**src/rtl/sirv_debug_pkg.sv**
```systemverilog
// Shared definitions for the commit-stage debug entry/exit controller:
// dcause encodings, controller states and the default debug ROM address.
package sirv_debug_pkg;

   localparam logic [2:0] DCAUSE_NONE   = 3'd0;
   localparam logic [2:0] DCAUSE_EBREAK = 3'd1;
   localparam logic [2:0] DCAUSE_IRQ    = 3'd3;
   localparam logic [2:0] DCAUSE_STEP   = 3'd4;
   localparam logic [2:0] DCAUSE_HALT   = 3'd5;

   localparam logic [31:0] DEF_DEBUG_ROM_ADDR = 32'h0000_0800;

   typedef enum logic [2:0] {
      ST_RUN,
      ST_STEP,
      ST_ENT_FLUSH,
      ST_DEBUG,
      ST_EXIT_FLUSH
   } dbg_state_e;

endpackage

```
**src/rtl/sirv_debug_entry_ctrl.sv**
```systemverilog
// Decides debug-mode entry at commit, drives dpc/dcause capture strobes into
// the debug CSR block and requests flushes to the debug ROM or back to dpc.
module sirv_debug_entry_ctrl
   import sirv_debug_pkg::*;
#(
   parameter int          PC_SIZE        = 32,
   parameter logic [31:0] DEBUG_ROM_ADDR = DEF_DEBUG_ROM_ADDR
) (
   input  logic               clk,
   input  logic               rst_n,
   input  logic               cmt_valid,
   input  logic [PC_SIZE-1:0] cmt_pc,
   input  logic [PC_SIZE-1:0] cmt_next_pc,
   input  logic               cmt_ebreak,
   input  logic               cmt_dret,
   input  logic [PC_SIZE-1:0] nxt_pc,
   input  logic               dbg_irq_r,
   input  logic               dbg_halt_r,
   input  logic               dbg_step_r,
   input  logic               dbg_ebreakm_r,
   input  logic [PC_SIZE-1:0] dpc_r,
   output logic [PC_SIZE-1:0] cmt_dpc,
   output logic               cmt_dpc_ena,
   output logic [2:0]         cmt_dcause,
   output logic               cmt_dcause_ena,
   output logic               flush_req,
   output logic [PC_SIZE-1:0] flush_pc,
   input  logic               flush_ack,
   output logic               cmt_hold,
   output logic               dbg_active
);

   localparam logic [PC_SIZE-1:0] ROM_PC = PC_SIZE'(DEBUG_ROM_ADDR);

   dbg_state_e         state, state_nxt;
   logic               flush_req_nxt;
   logic [PC_SIZE-1:0] flush_pc_nxt;
   logic [PC_SIZE-1:0] dpc_sel;
   logic               dpc_ena;
   logic [2:0]         dcause;
   logic               dcause_ena;
   logic               entry;
   logic               ack;

   // Only a real outstanding request can be acknowledged.
   assign ack = flush_ack & flush_req;

   // NOTE: state registers use non-blocking assignments so every flop samples
   // the pre-edge values; blocking here would create order-dependent races.
   always_ff @(posedge clk or negedge rst_n) begin
      if (!rst_n) begin
         state     <= ST_RUN;
         flush_req <= 1'b0;
         flush_pc  <= '0;
      end else begin
         state     <= state_nxt;
         flush_req <= flush_req_nxt;
         flush_pc  <= flush_pc_nxt;
      end
   end

   // NOTE: every variable gets a default before the case so no path leaves
   // one unassigned, which would otherwise infer a latch.
   always_comb begin
      state_nxt     = state;
      flush_req_nxt = flush_req;
      flush_pc_nxt  = flush_pc;
      dpc_sel       = '0;
      dpc_ena       = 1'b0;
      dcause        = DCAUSE_NONE;
      dcause_ena    = 1'b0;
      entry         = 1'b0;

      case (state)
         ST_RUN, ST_STEP: begin
            if (cmt_valid & cmt_ebreak & dbg_ebreakm_r) begin
               entry   = 1'b1;
               dcause  = DCAUSE_EBREAK;
               dpc_sel = cmt_pc;
            end else if (dbg_irq_r) begin
               entry   = 1'b1;
               dcause  = DCAUSE_IRQ;
               dpc_sel = cmt_valid ? cmt_next_pc : nxt_pc;
            end else if (dbg_halt_r) begin
               entry   = 1'b1;
               dcause  = DCAUSE_HALT;
               dpc_sel = cmt_valid ? cmt_next_pc : nxt_pc;
            end else if ((state == ST_STEP) & cmt_valid) begin
               entry   = 1'b1;
               dcause  = DCAUSE_STEP;
               dpc_sel = cmt_next_pc;
            end
            if (entry) begin
               dpc_ena       = 1'b1;
               dcause_ena    = 1'b1;
               state_nxt     = ST_ENT_FLUSH;
               flush_req_nxt = 1'b1;
               flush_pc_nxt  = ROM_PC;
            end
         end
         ST_ENT_FLUSH: begin
            if (ack) begin
               state_nxt     = ST_DEBUG;
               flush_req_nxt = 1'b0;
            end
         end
         ST_DEBUG: begin
            // An ebreak inside debug mode just restarts the ROM; no capture.
            if (cmt_valid & cmt_ebreak) begin
               state_nxt     = ST_ENT_FLUSH;
               flush_req_nxt = 1'b1;
               flush_pc_nxt  = ROM_PC;
            end else if (cmt_valid & cmt_dret) begin
               dcause_ena    = 1'b1;
               state_nxt     = ST_EXIT_FLUSH;
               flush_req_nxt = 1'b1;
               flush_pc_nxt  = dpc_r;
            end
         end
         ST_EXIT_FLUSH: begin
            if (ack) begin
               state_nxt     = dbg_step_r ? ST_STEP : ST_RUN;
               flush_req_nxt = 1'b0;
            end
         end
         default: begin
            state_nxt     = ST_RUN;
            flush_req_nxt = 1'b0;
         end
      endcase
   end

   // Mealy strobes are forced low while reset is asserted.
   assign cmt_dpc        = dpc_sel & {{(PC_SIZE-1){1'b1}}, 1'b0} & {PC_SIZE{rst_n}};
   assign cmt_dpc_ena    = dpc_ena & rst_n;
   assign cmt_dcause     = dcause & {3{rst_n}};
   assign cmt_dcause_ena = dcause_ena & rst_n;
   assign cmt_hold       = (state == ST_ENT_FLUSH) | (state == ST_EXIT_FLUSH);
   assign dbg_active     = (state == ST_DEBUG);

endmodule
```
**config.mk**
```make
export PLATFORM = sky130hd
export DESIGN_NAME = sirv_debug_entry_ctrl
export DESIGN_NICKNAME = d
export VERILOG_FILES = /design/src/rtl/sirv_debug_pkg.sv /design/src/rtl/sirv_debug_entry_ctrl.sv
export SDC_FILE = /design/constraint.sdc
export NUM_CORES = 1
export LEC_CHECK = 0
export CAP_MARGIN = 20
export CORE_ASPECT_RATIO = 0.7
export CORE_MARGIN = 2
export CORE_UTILIZATION = 25
export DETAILED_ROUTE_END_ITERATION = 12
export SYNTH_ARGS = -nofsm -noshare
export SYNTH_HDL_FRONTEND = slang
export SYNTH_SLANG_ARGS = --single-unit
export TNS_END_PERCENT = 5
```
**constraint.sdc**
```tcl
create_clock -name clk -period 3.88 [get_ports clk]
set_clock_uncertainty 0.05 [all_clocks]
set_input_delay 0.776 -clock clk [delete_from_list [all_inputs] [get_ports clk]]
set_output_delay 0.776 -clock clk [all_outputs]
set_load 0.01 [all_outputs]
```
==> summary.md <==
| Metric | Value |
|---|---|
| DR WL/cell | around 14 um |
| Fin. Hold Viols | 0 |
| Crit start category | input port |
| RSZ-0062 raised after global routing | no |
| Reg clk slew, reported paths | roughly 0.050 ns |
| Reg2reg setup slack | approximately 1.9 ns |
| Die ar. | 0.0120 mm2 |
| Clock Tree Root | clkbuf_16 |
| Total Wirelength | around 10000 um |
| CTS H-tree depth | 2 |
| Fmax | ~270 MHz |
| Status | finished clean |
| Critical path fanouts, max | 36 |
| Mean post-synth cell area | approximately 7.8 um2 |
| HPWL Detailed | 7590 um |
| Filler cell count | around 1000 |
| R2r endpoint | flush_pc[17] |
| Vias | 3197 |
| Critical Path Sink | cmt_dpc[3] |
| Nets@finish | approximately 700 |
| Fin Setup TNS | 0 ns |
| Worst EP required | slightly above 3 ns |
| Number of synthesis warnings | 0 |
| Post-CTS sizing | 0 |
| Slew Limit Fails | 0 |
| Initial antenna violation count | 0 |
| GPL Wtd Cong | about 0.76 |
| Synth Instances | 357 |
| Register bit total from synthesis | 36 |
| Hold crit path type | flip-flop to flip-flop |
| Leak Pwr | approximately 0.0022 uW |
| CTS Hold Bufs | 0 |
| Critical path class | input port to primary output |
| N_diodes | 0 |
| Critical Path AT | 2.82 ns |
| Initial Util | 25.5% |
| Placement Cell Area | 0.00500 mm2 |
| Tot GR Track Use | between 10% and 20% |
| Overflow after GRT | 0 |
| Mapped Area | around 0.0028 mm2 |
| Cell Pwr Density | 436 mW/mm2 |
| Via-to-Cell Ratio | between 4 and 5 |
| Seq/Total Area, Yosys | about a third |
| FF-to-FF Start | state[1] |
| I/O pin count | between 200 and 250 |
| First-pass GRT wire length | between 15000 and 20000 um |
| Setup Viol. Count Final | 0 |
| Pin count of the biggest net entering global routing | 55 |
| Maximum clock path buffer count | 2 |
| Worst Setup End Kind | primary output |
| Tcrit/Tclk final | 94.0% |
| Core area | about 0.011 mm2 |
| Worst vdd ir | roughly 0.18 mV |
| PortBufs | 205 |
| Share of cells above drive strength 1 | under 10% |
| First-pass detailed-route iteration total | 4 |
| Hold Crit Start | flush_req |
| Final instance area | 0.00515 mm2 |
| Routed Antenna Nets | 0 |
| Worst Hold Slack | ~0.46 ns |
| Critical Path Start | dbg_irq_r |
| Initial DRC Count | around 130 |
| Syn Nets | around 500 |
| Drt drc | 0 |
| Vias in the first global route | around 3300 |
| Row count | 32 |
| Max_cap viols | 0 |
| Total CTS buffers | 5 |
| Clk sinks | 36 |
| Final worst slack | 0.234 ns |
| Area Growth Syn to Fin | 84.5% |
| TritonCTS clock tree | yes |
| Die H | a little over 90 um |
| Yosys cell types | 35 |
| Worst-case reg-to-reg path depth | 5 |
| Fin crit period | approximately 3.6 ns |
| Setup Buffers After CTS | 0 |
| Dpl ws | about 0.26 ns |
| Die width | 130 um |
| Clock latency at the later pin of the worst-skew pair | ~0.28 ns |
==> worst max-delay path, cell delays in order <==
cell	delay [ns]
clkdlybuf4s50_1	0.61
nor2_2	0.09
buf_12	0.18
o21ai_0	0.19
a21oi_1	0.06
nor3_1	0.31
clkdlybuf4s50_1	0.61
==> worst min path at each step <==
stage / endpoint / cells past startpoint / slack, ns
after floorplan: flush_pc[0] / 0 / 0.43
after global placement: flush_pc[11] / 1 / 0.44
after detailed placement: flush_req / 1 / 0.46
after CTS: flush_req / 1 / 0.47
after global routing: flush_req / 1 / 0.49
final: flush_req / 1 / 0.46
==> per-stage QoR <==
stage	total power [uW]	util (%)	std cells
after floorplan	1280	-	357
after global placement	1850	45.8	694
after detailed placement	1870	45.8	694
after CTS	2280	47.1	702
after global routing	2420	47.1	702
final	2240	47.1	702
==> Yosys cell counts <==
cell	count	area (um2)
mux2i_1	63	631
dfrtp_1	36	901
a21oi_1	34	170
nor2_1	34	128
inv_1	33	124
nand2_1	33	124
o21ai_0	32	160
nor3_1	31	155
buf_2	17	85.1
clkbuf_1	10	37.5
a31oi_1	4	25.0
buf_6	3	33.8
nor3b_1	3	22.5
and2_1	2	12.5
and3_1	2	12.5
a2111oi_0	1	8.76
a21bo_2	1	10.0
a221o_1	1	10.0
a221oi_2	1	15.0
a32o_1	1	10.0
and3b_1	1	8.76
buf_4	1	7.51
conb_1	1	3.75
mux2_1	1	11.3
mux2_2	1	11.3
nand2_2	1	6.26
nand2b_1	1	6.26
nand3_1	1	5.00
nand3b_1	1	7.51
nand4bb_1	1	11.3
nor3_2	1	10.0
nor4_1	1	6.26
o21ai_1	1	5.00
or3b_2	1	8.76
xnor2_1	1	8.76
==> flip-flops by register name (all words and copies together), names as in the netlist <==
| name | cells |
|---|---|
| flush_pc | 32 |
| flush_req | 1 |
| state | 3 |
==> cells by family after synthesis <==
| group | Yosys count | synth area share, % |
|---|---|---|
| buffers and inverters | 64 | 10.3 |
| AOI/OAI and AO/OA | 76 | 14.8 |
| and+or+nand+nor | 114 | 18.8 |
| muxes | 65 | 23.4 |
| other | 1 | 0.134 |
| DFF | 36 | 32.3 |
| xor gates and xnor gates | 1 | 0.314 |
==> power by group <==
| part | internal [uW] | switching (uW) | total (uW) |
|---|---|---|---|
| registers | 501 | 86.8 | 588 |
| clock network | 255 | 143 | 399 |
| logic | 694 | 564 | 1260 |
==> per-layer routing <==
| metal | vias up | GRT usage, % | part of all wire, % |
|---|---|---|---|
| met5 | - | 0 | 0 |
| met4 | 0 | 4.30 | 1.7 |
| met3 | 15 | 4.10 | 7.3 |
| met2 | 122 | 28.4 | 47 |
| met1 | 1455 | 19.9 | 44 |
| li1 | 1605 | - | - |
==> area by class of cell <==
type	instances	area [um2]	share of cell area, %
Clock buffer	7	143	2.77
Tap cell	153	191	3.72
Inverter	33	124	2.40
Multi-Input combinational cell	257	1620	31.4
Clock inverter	1	7.51	0.146
Timing Repair Buffer	215	2170	42.1
Sequential cell	36	901	17.5
==> placed cells by master (no fill, tap or decap), drive strengths merged, types with 3 or more instances in the layout <==
cell,netlist,routed
a21oi,34,34
inv,33,33
mux2i,63,63
dfrtp,36,36
a31oi,4,4
nor3,32,32
clkbuf,10,7
nand2,34,34
nor2,34,34
o21ai,33,33
buf,21,12
clkdlybuf4s50,0,203
nor3b,3,3
No activity file was read; power rests on OpenSTA's default activity.
